===== src/rtl/stash_ctrl.sv =====
// Stopwatch lap controller: sequences the time counter and an external lap stash
// buffer through IDLE / RUN / STOP / BROWSE, with an inactivity timeout in BROWSE.
module stash_ctrl #(
  parameter int unsigned DEPTH          = 10,
  parameter int unsigned TIMEOUT_CYCLES = 500000000
) (
  input  logic       clk,
  input  logic       reset,
  input  logic       btn_start_stop,
  input  logic       btn_lap,
  input  logic       btn_browse,
  input  logic [7:0] time_in,
  output logic       run_en,
  output logic       timer_clear,
  output logic [7:0] stash_sample_in,
  output logic       stash_sample_in_valid,
  output logic       stash_next_sample,
  output logic       disp_sel,
  output logic [3:0] lap_count,
  output logic [1:0] state
);

  localparam logic [1:0] ST_IDLE   = 2'b00;
  localparam logic [1:0] ST_RUN    = 2'b01;
  localparam logic [1:0] ST_STOP   = 2'b10;
  localparam logic [1:0] ST_BROWSE = 2'b11;

  localparam logic [3:0]  DEPTH_L  = 4'(DEPTH);
  localparam logic [31:0] TMO_LAST = 32'(TIMEOUT_CYCLES - 1);

  logic [3:0]  step_cnt;
  logic [31:0] idle_cnt;

  // Stash interface: stash_sample_in_valid and stash_next_sample are one-cycle
  // strobes with no ready/back-pressure; the buffer must accept them on the cycle
  // they are high. They come from mutually exclusive states, so never overlap.
  always_ff @(posedge clk) begin
    if (reset) begin
      state                 <= ST_IDLE;
      run_en                <= 1'b0;
      timer_clear           <= 1'b0;
      stash_sample_in       <= 8'h00;
      stash_sample_in_valid <= 1'b0;
      stash_next_sample     <= 1'b0;
      disp_sel              <= 1'b0;
      lap_count             <= 4'd0;
      step_cnt              <= 4'd0;
      idle_cnt              <= 32'd0;
    end else begin
      timer_clear           <= 1'b0;
      stash_sample_in_valid <= 1'b0;
      stash_next_sample     <= 1'b0;
      case (state)
        ST_IDLE: begin
          if (btn_start_stop) begin
            state       <= ST_RUN;
            run_en      <= 1'b1;
            timer_clear <= 1'b1;
          end
        end
        ST_RUN: begin
          // A lap pressed together with stop is still captured.
          if (btn_lap) begin
            stash_sample_in       <= time_in;
            stash_sample_in_valid <= 1'b1;
            if (lap_count < DEPTH_L) lap_count <= lap_count + 4'd1;
          end
          if (btn_start_stop) begin
            state  <= ST_STOP;
            run_en <= 1'b0;
          end
        end
        ST_STOP: begin
          if (btn_start_stop) begin
            state  <= ST_RUN;
            run_en <= 1'b1;
          end else if (btn_lap) begin
            state       <= ST_IDLE;
            timer_clear <= 1'b1;
            lap_count   <= 4'd0;
          end else if (btn_browse && lap_count != 4'd0) begin
            state    <= ST_BROWSE;
            disp_sel <= 1'b1;
            step_cnt <= 4'd0;
            idle_cnt <= 32'd0;
          end
        end
        default: begin
          if (btn_start_stop) begin
            state    <= ST_RUN;
            run_en   <= 1'b1;
            disp_sel <= 1'b0;
            idle_cnt <= 32'd0;
          end else if (btn_browse) begin
            idle_cnt <= 32'd0;
            step_cnt <= step_cnt + 4'd1;
            // The last stored lap is already on display; wrap back to STOP.
            if (step_cnt == lap_count - 4'd1) begin
              state    <= ST_STOP;
              disp_sel <= 1'b0;
            end else begin
              stash_next_sample <= 1'b1;
            end
          end else if (btn_lap) begin
            idle_cnt <= 32'd0;
          end else if (idle_cnt == TMO_LAST) begin
            state    <= ST_STOP;
            disp_sel <= 1'b0;
          end else begin
            idle_cnt <= idle_cnt + 32'd1;
          end
        end
      endcase
    end
  end

endmodule

===== config.mk =====
export PLATFORM = sky130hd
export DESIGN_NAME = stash_ctrl
export DESIGN_NICKNAME = d
export VERILOG_FILES = /design/src/rtl/stash_ctrl.sv
export SDC_FILE = /design/constraint.sdc
export NUM_CORES = 1
export LEC_CHECK = 0
export ABC_AREA = 1
export CORE_MARGIN = 1.5
export CORE_UTILIZATION = 45
export DETAILED_ROUTE_END_ITERATION = 8
export PLACE_DENSITY = 0.68
export SLEW_MARGIN = 30
export SYNTH_ARGS = -nofsm -noshare
export SYNTH_HDL_FRONTEND = slang
export SYNTH_SLANG_ARGS = --single-unit
export TNS_END_PERCENT = 20

===== constraint.sdc =====
create_clock -name clk -period 1.7 [get_ports clk]
set_input_delay 0.34 -clock clk [delete_from_list [all_inputs] [get_ports clk]]
set_output_delay 0.34 -clock clk [all_outputs]
set_load 0.005 [all_outputs]

Word-level counts from Yosys, hierarchy flattened. Cells that the tools add are included.

Bits in registers: 55. Input port bits: 13. Output and inout port bits: 19. Word-level logic and storage cells: 98.

Add/sub/neg operators: 4. $lt $le $gt $ge: 1. Eq/ne operators: 17. Muxes and demuxes: 47. Bitwise gates (word level): 4. Reductions and logical operators: 15.

Operators with widths (number): $mux 32 (7); $pmux 32 s2 (1); $mux 4 (9); $add 32x1->32 const B (1); $eq 32x29->1 const B (1); $mux 2 (10); $ne 2x2->1 const B (8); $pmux 4 s2 (2); $mux 1 (15); $reduce_and 5->1 (3); $add 4x1->4 const B (2); $ne 4x2->1 const B (2); $reduce_bool 4->1 (2); $reduce_and 7->1 (1); $pmux 2 s3 (1); $reduce_and 6->1 (1); $reduce_or 6->1 (1); $ne 5x4->1 const B (1); $eq 4x4->1 (1); $lt 4x4->1 const B (1); $ne 4x4->1 const B (1); $not 1->1 (4); $pmux 1 s2 (2); $reduce_bool 2->1 (2); 8 further kinds (9).

Logic depth before layout (Yosys ltp).
Depth in word-level cells: 6. Mapped depth: 13. Gate-level depth less buffers: 13.

Least setup slack after synthesis. Ideal clock, no wire load.

Path kind: register to register. From: register lap_count[0]. To: register idle_cnt[23]. Setup time: 0.113 ns. Arrival time: 1.698 ns. Slack: -0.111 ns. Cell stages (with the launch flop): 14. Path buffers: 1. Period minus slack after synthesis: 1.811 ns. Cells stage by stage: dfxtp_1 -> inv_1 -> ha_1 -> nand2_1 -> o21ai_0 -> nand2_1 -> nand2_1 -> nor2_4 -> nand2_4 -> buf_4 -> nor2_1 -> nand2_1 -> nand2_1 -> nor2_1.

Cells in the longest elaborated chain, start to end: 4.

Ends and longest elaborated chain: from (decl) (line 19) `output logic [3:0] lap_count,`; from (signal assigned) (line 66) `if (lap_count < DEPTH_L) lap_count <= lap_count + 4'd1;`; $reduce_bool 4->1 (line 81) `end else if (btn_browse && lap_count != 4'd0) begin`; $logic_and 1x1->1 (line 81); $ne 2x2->1 (no line); $reduce_and 5->1 (no line); to (signal assigned) (line 110) `idle_cnt <= idle_cnt + 32'd1;`; to (decl) (line 32) `logic [31:0] idle_cnt;`.

Every way passes these cells. A chain may end at the register's enable or synchronous reset.

Final worst setup path.
From: register lap_count[0]. To: register idle_cnt[4].

Same word-level chain as after synthesis.

==> impl_metrics.csv <==
group,metric,value,unit
logic_synthesis,yosys_warnings,0,
global_routing,global_route.overflow_total,0,
worst_setup_path,critical_path.endpoint_type,"flip-flop",
floorplan,io-pin-count,32,
timing,hold_viol_final,0,
clock_network,clock_insertion_delay_worst_skew,0.32,ns
timing,f_max,568,MHz
timing,hold-worst-slack,0.467,ns
timing,min_period,1.76,ns
layout,area_delta_synth_final,44.4,%
timing,final-setup-viol-count,18,
routing,drcViolationCount,0,
layout,drive_gt1_share,25.4,%
clock_network,tritoncts_num_sinks,55,
global_routing,pin_count_of_the_biggest_net_entering_global_routing,20,
floorplan,die_height,86.8,um
routing,antenna_left,0,
logic_synthesis,synth_fp_nets,532,
floorplan,placeableCoreArea,6790,um2
floorplan,die_w,86.8,um
placement,detailed_place_hpwl,6.04,mm
timing,layout_worst_path_cycle_share,104,%
layout,postLayoutCoreUtil,67.2,%
logic_synthesis,netlist_instances,515,
worst_setup_path,critical_path.startpoint_type,"flip-flop",
timing,grt_setup_unrepaired,"yes",
timing,finalWorstSetupSlack,-0.0613,ns
worst_setup_path,cp_data_arrival_time,1.98,ns
logic_synthesis,postSynthAreaPerCell,6.13,um2
logic_synthesis,synth_cell_type_count,32,
floorplan,dieArea,7530,um2
worst_setup_path,critPathMaxFanout,7,
clock_network,worst_setup_hold_path_clk_slew,0.11,ns
layout,fill_cells,582,
placement,port_buffers,31,
routing,detailedRoute.firstIterationViolations,227,
worst_setup_path,critical_path_required,1.92,ns
global_routing,grt_pass1_wl,14.6,mm
clock_network,cts_max_level,2,
flow_run,max_cap_viol_count,0,
routing,post_drt_via_cell_ratio,5.00,
global_routing,global_routing_usage_on_met2,42.6,%
layout,num_antenna_cells,0,
floorplan,start_util,46.5,%
worst_hold_path,hold_path_depth,2,
clock_network,post_cts_hold_buffer_count,0,
global_routing,grt_met3_usage,5.90,%
logic_synthesis,ys_seq_elements,55,
pwr,total_power,2.82,mW
timing,maxSlewHeadroom,72.6,%
timing,post_route_clock_skew,0.00827,ns
routing,routed_wl,9.20,mm
clock_network,cts_tree,"done",
global_routing,first_global_vias,3307,
clock_network,cell_at_the_root_of_the_clock_tree,"sky130_fd_sc_hd__clkbuf_8",
placement,dp_cells,694,
layout,final-instance-count-excl-fill,721,
clock_network,cts_buffer_depth,2,
worst_setup_path,worst-r2r-cell-count,13,
floorplan,fp-row-count,30,
logic_synthesis,syn_area,3160,um2
clock_network,cts_buffers,5,
timing,final-max-slew-violation-count,0,
pwr,power_density,618,nW/um2
outcome,status,"complete, but fails checks",
timing,tightestPinTransition,0.410,ns
global_routing,antenna_found_initial,0,
outcome,violations_in_the_final_reports,"negative setup slack",
global_routing,global_route.usage.met1,29.9,%
global_routing,global_route_usage_over_all_layers,24.5,%
routing,vias_after_detailed_routing,3605,
global_routing,busiest_layer,"met2",
worst_hold_path,timing.hold.worst.class,"reg2reg",
pwr,p_leak,1.82,nW
worst_setup_path,critical_path_class,"reg2reg",
routing,wl_per_cell,12.8,um
placement,preCtsSetupSlack,-0.390,ns
logic_synthesis,synth.yosys.seq_area_share,34.9,%
placement,routabilityCongestion,0.919,
routing,first_pass_iters,5,
pwr,ir_drop,0.507,mV
layout,nets,641,
[synthesized netlist by cell type, drive strengths merged]
cell type | number | area (um2)
a21oi | 19 | 95.1
clkbuf | 2 | 7.51
xor2 | 1 | 8.76
buf | 8 | 51.3
and2 | 2 | 12.5
nor3b | 8 | 60.1
o21ai | 20 | 100
nor4 | 2 | 12.5
dfxtp | 55 | 1100
nand2 | 148 | 568
nor2 | 109 | 442
ha | 4 | 50.1
nand3b | 2 | 15.0
nand4 | 6 | 37.5
xnor2 | 2 | 17.5
o21bai | 4 | 30.0
a41oi | 1 | 8.76
a22oi | 1 | 7.51
a211oi | 1 | 7.51
nor3 | 18 | 90.1
nand3 | 37 | 190
inv | 65 | 246
[cells by family after synthesis]
kind of cell | synth area share, %
and+or+nand+nor | 45.2
DFF | 34.9
buffers and inverters | 9.66
AOI/OAI and AO/OA | 7.88
adders and majority gates | 1.58
xor gates and xnor gates | 0.832
[layout make-up]
cell class	instances	area (um2)	share of cell area (%)
Timing Repair Buffer	109	955	20.9
Clock inverter	3	28.8	0.631
Clock buffer	5	68.8	1.51
Multi-Input combinational cell	385	1970	43.2
Tap cell	96	120	2.63
Inverter	65	256	5.62
Sequential cell	55	1120	24.5
Timing Repair inverter	3	43.8	0.960
[sequential cells by signal (all words and copies together), names as in the netlist]
register,count
run_en,1
stash_next_sample,1
stash_sample_in_valid,1
state,2
step_cnt,4
lap_count,4
idle_cnt,32
timer_clear,1
stash_sample_in,8
disp_sel,1
[critical path, cell delays in order, from the launching register on]
cell,delay (ns)
sky130_fd_sc_hd__dfxtp_4,0.38
sky130_fd_sc_hd__inv_4,0.04
sky130_fd_sc_hd__ha_4,0.16
sky130_fd_sc_hd__nand2_4,0.08
sky130_fd_sc_hd__o21ai_4,0.06
sky130_fd_sc_hd__nand2_2,0.09
sky130_fd_sc_hd__buf_6,0.10
sky130_fd_sc_hd__nand3b_1,0.13
sky130_fd_sc_hd__o21ai_4,0.21
sky130_fd_sc_hd__buf_12,0.14
sky130_fd_sc_hd__buf_8,0.11
sky130_fd_sc_hd__clkinv_8,0.08
sky130_fd_sc_hd__nand2_1,0.07
sky130_fd_sc_hd__nor2_1,0.03
[power by group]
part / internal, mW / switching, mW / total, mW
Combinational: 0.328 / 0.344 / 0.672
Clock: 0.307 / 0.497 / 0.804
Sequential: 1.32 / 0.0216 / 1.34
Total: 1.96 / 0.863 / 2.82
[metrics by stage]
step | cell area, um2 | TNS (ns)
2_1_floorplan | 3180 | -0.114
3_3_place_gp | 4020 | -9.93
3_5_place_dp | 4020 | -12.76
4_1_cts | 4320 | -0.520
5_1_grt | 4560 | -2.43
6_report | 4560 | -0.546
[layout by cell type (no fill, tap or decap), types with 3 or more instances in the layout]
cell type                         count
sky130_fd_sc_hd__a21oi_1             17
sky130_fd_sc_hd__buf_4               70
sky130_fd_sc_hd__buf_6                5
sky130_fd_sc_hd__clkbuf_8             5
sky130_fd_sc_hd__clkdlybuf4s50_1     28
sky130_fd_sc_hd__dfxtp_1             45
sky130_fd_sc_hd__dfxtp_2              8
sky130_fd_sc_hd__dlymetal6s2s_1       3
sky130_fd_sc_hd__ha_1                 3
sky130_fd_sc_hd__inv_1               60
sky130_fd_sc_hd__inv_8                3
sky130_fd_sc_hd__nand2_1            129
sky130_fd_sc_hd__nand2_2             15
sky130_fd_sc_hd__nand2_4              4
sky130_fd_sc_hd__nand3_1             34
sky130_fd_sc_hd__nand4_1              6
sky130_fd_sc_hd__nor2_1              91
sky130_fd_sc_hd__nor2_2               9
sky130_fd_sc_hd__nor2_4               9
sky130_fd_sc_hd__nor3_1              15
sky130_fd_sc_hd__nor3_2               3
sky130_fd_sc_hd__nor3b_1              6
sky130_fd_sc_hd__o21ai_0              8
sky130_fd_sc_hd__o21ai_1              7
sky130_fd_sc_hd__o21ai_2              3
sky130_fd_sc_hd__o21bai_1             3
[repair_timing]
| item | CTS | global route |
|---|---|---|
| pin swaps | 14 | 17 |
| setup endpoints to repair | 38 | 44 |
| gates cloned | 3 | 0 |
| resized for setup | 38 | 53 |
| setup buffers | 8 | 9 |
[layer usage]
layer / part of all wire, % / vias to the layer above
met4: 1.8 / 0
met3: 7.3 / 15
met2: 48 / 111
met1: 43 / 1642
li1: - / 1837
met5: 0 / -
[path summary, 6_finish.rpt]
check	start	end	slack, ns
setup reg to reg	lap_count[0]	idle_cnt[4]	-0.06
hold / removal	stash_sample_in[1]	stash_sample_in[1]	0.47
setup / recovery	lap_count[0]	idle_cnt[4]	-0.06
hold reg to reg	stash_sample_in[1]	stash_sample_in[1]	0.47
Note: power is estimated with default switching activity, not from simulation.
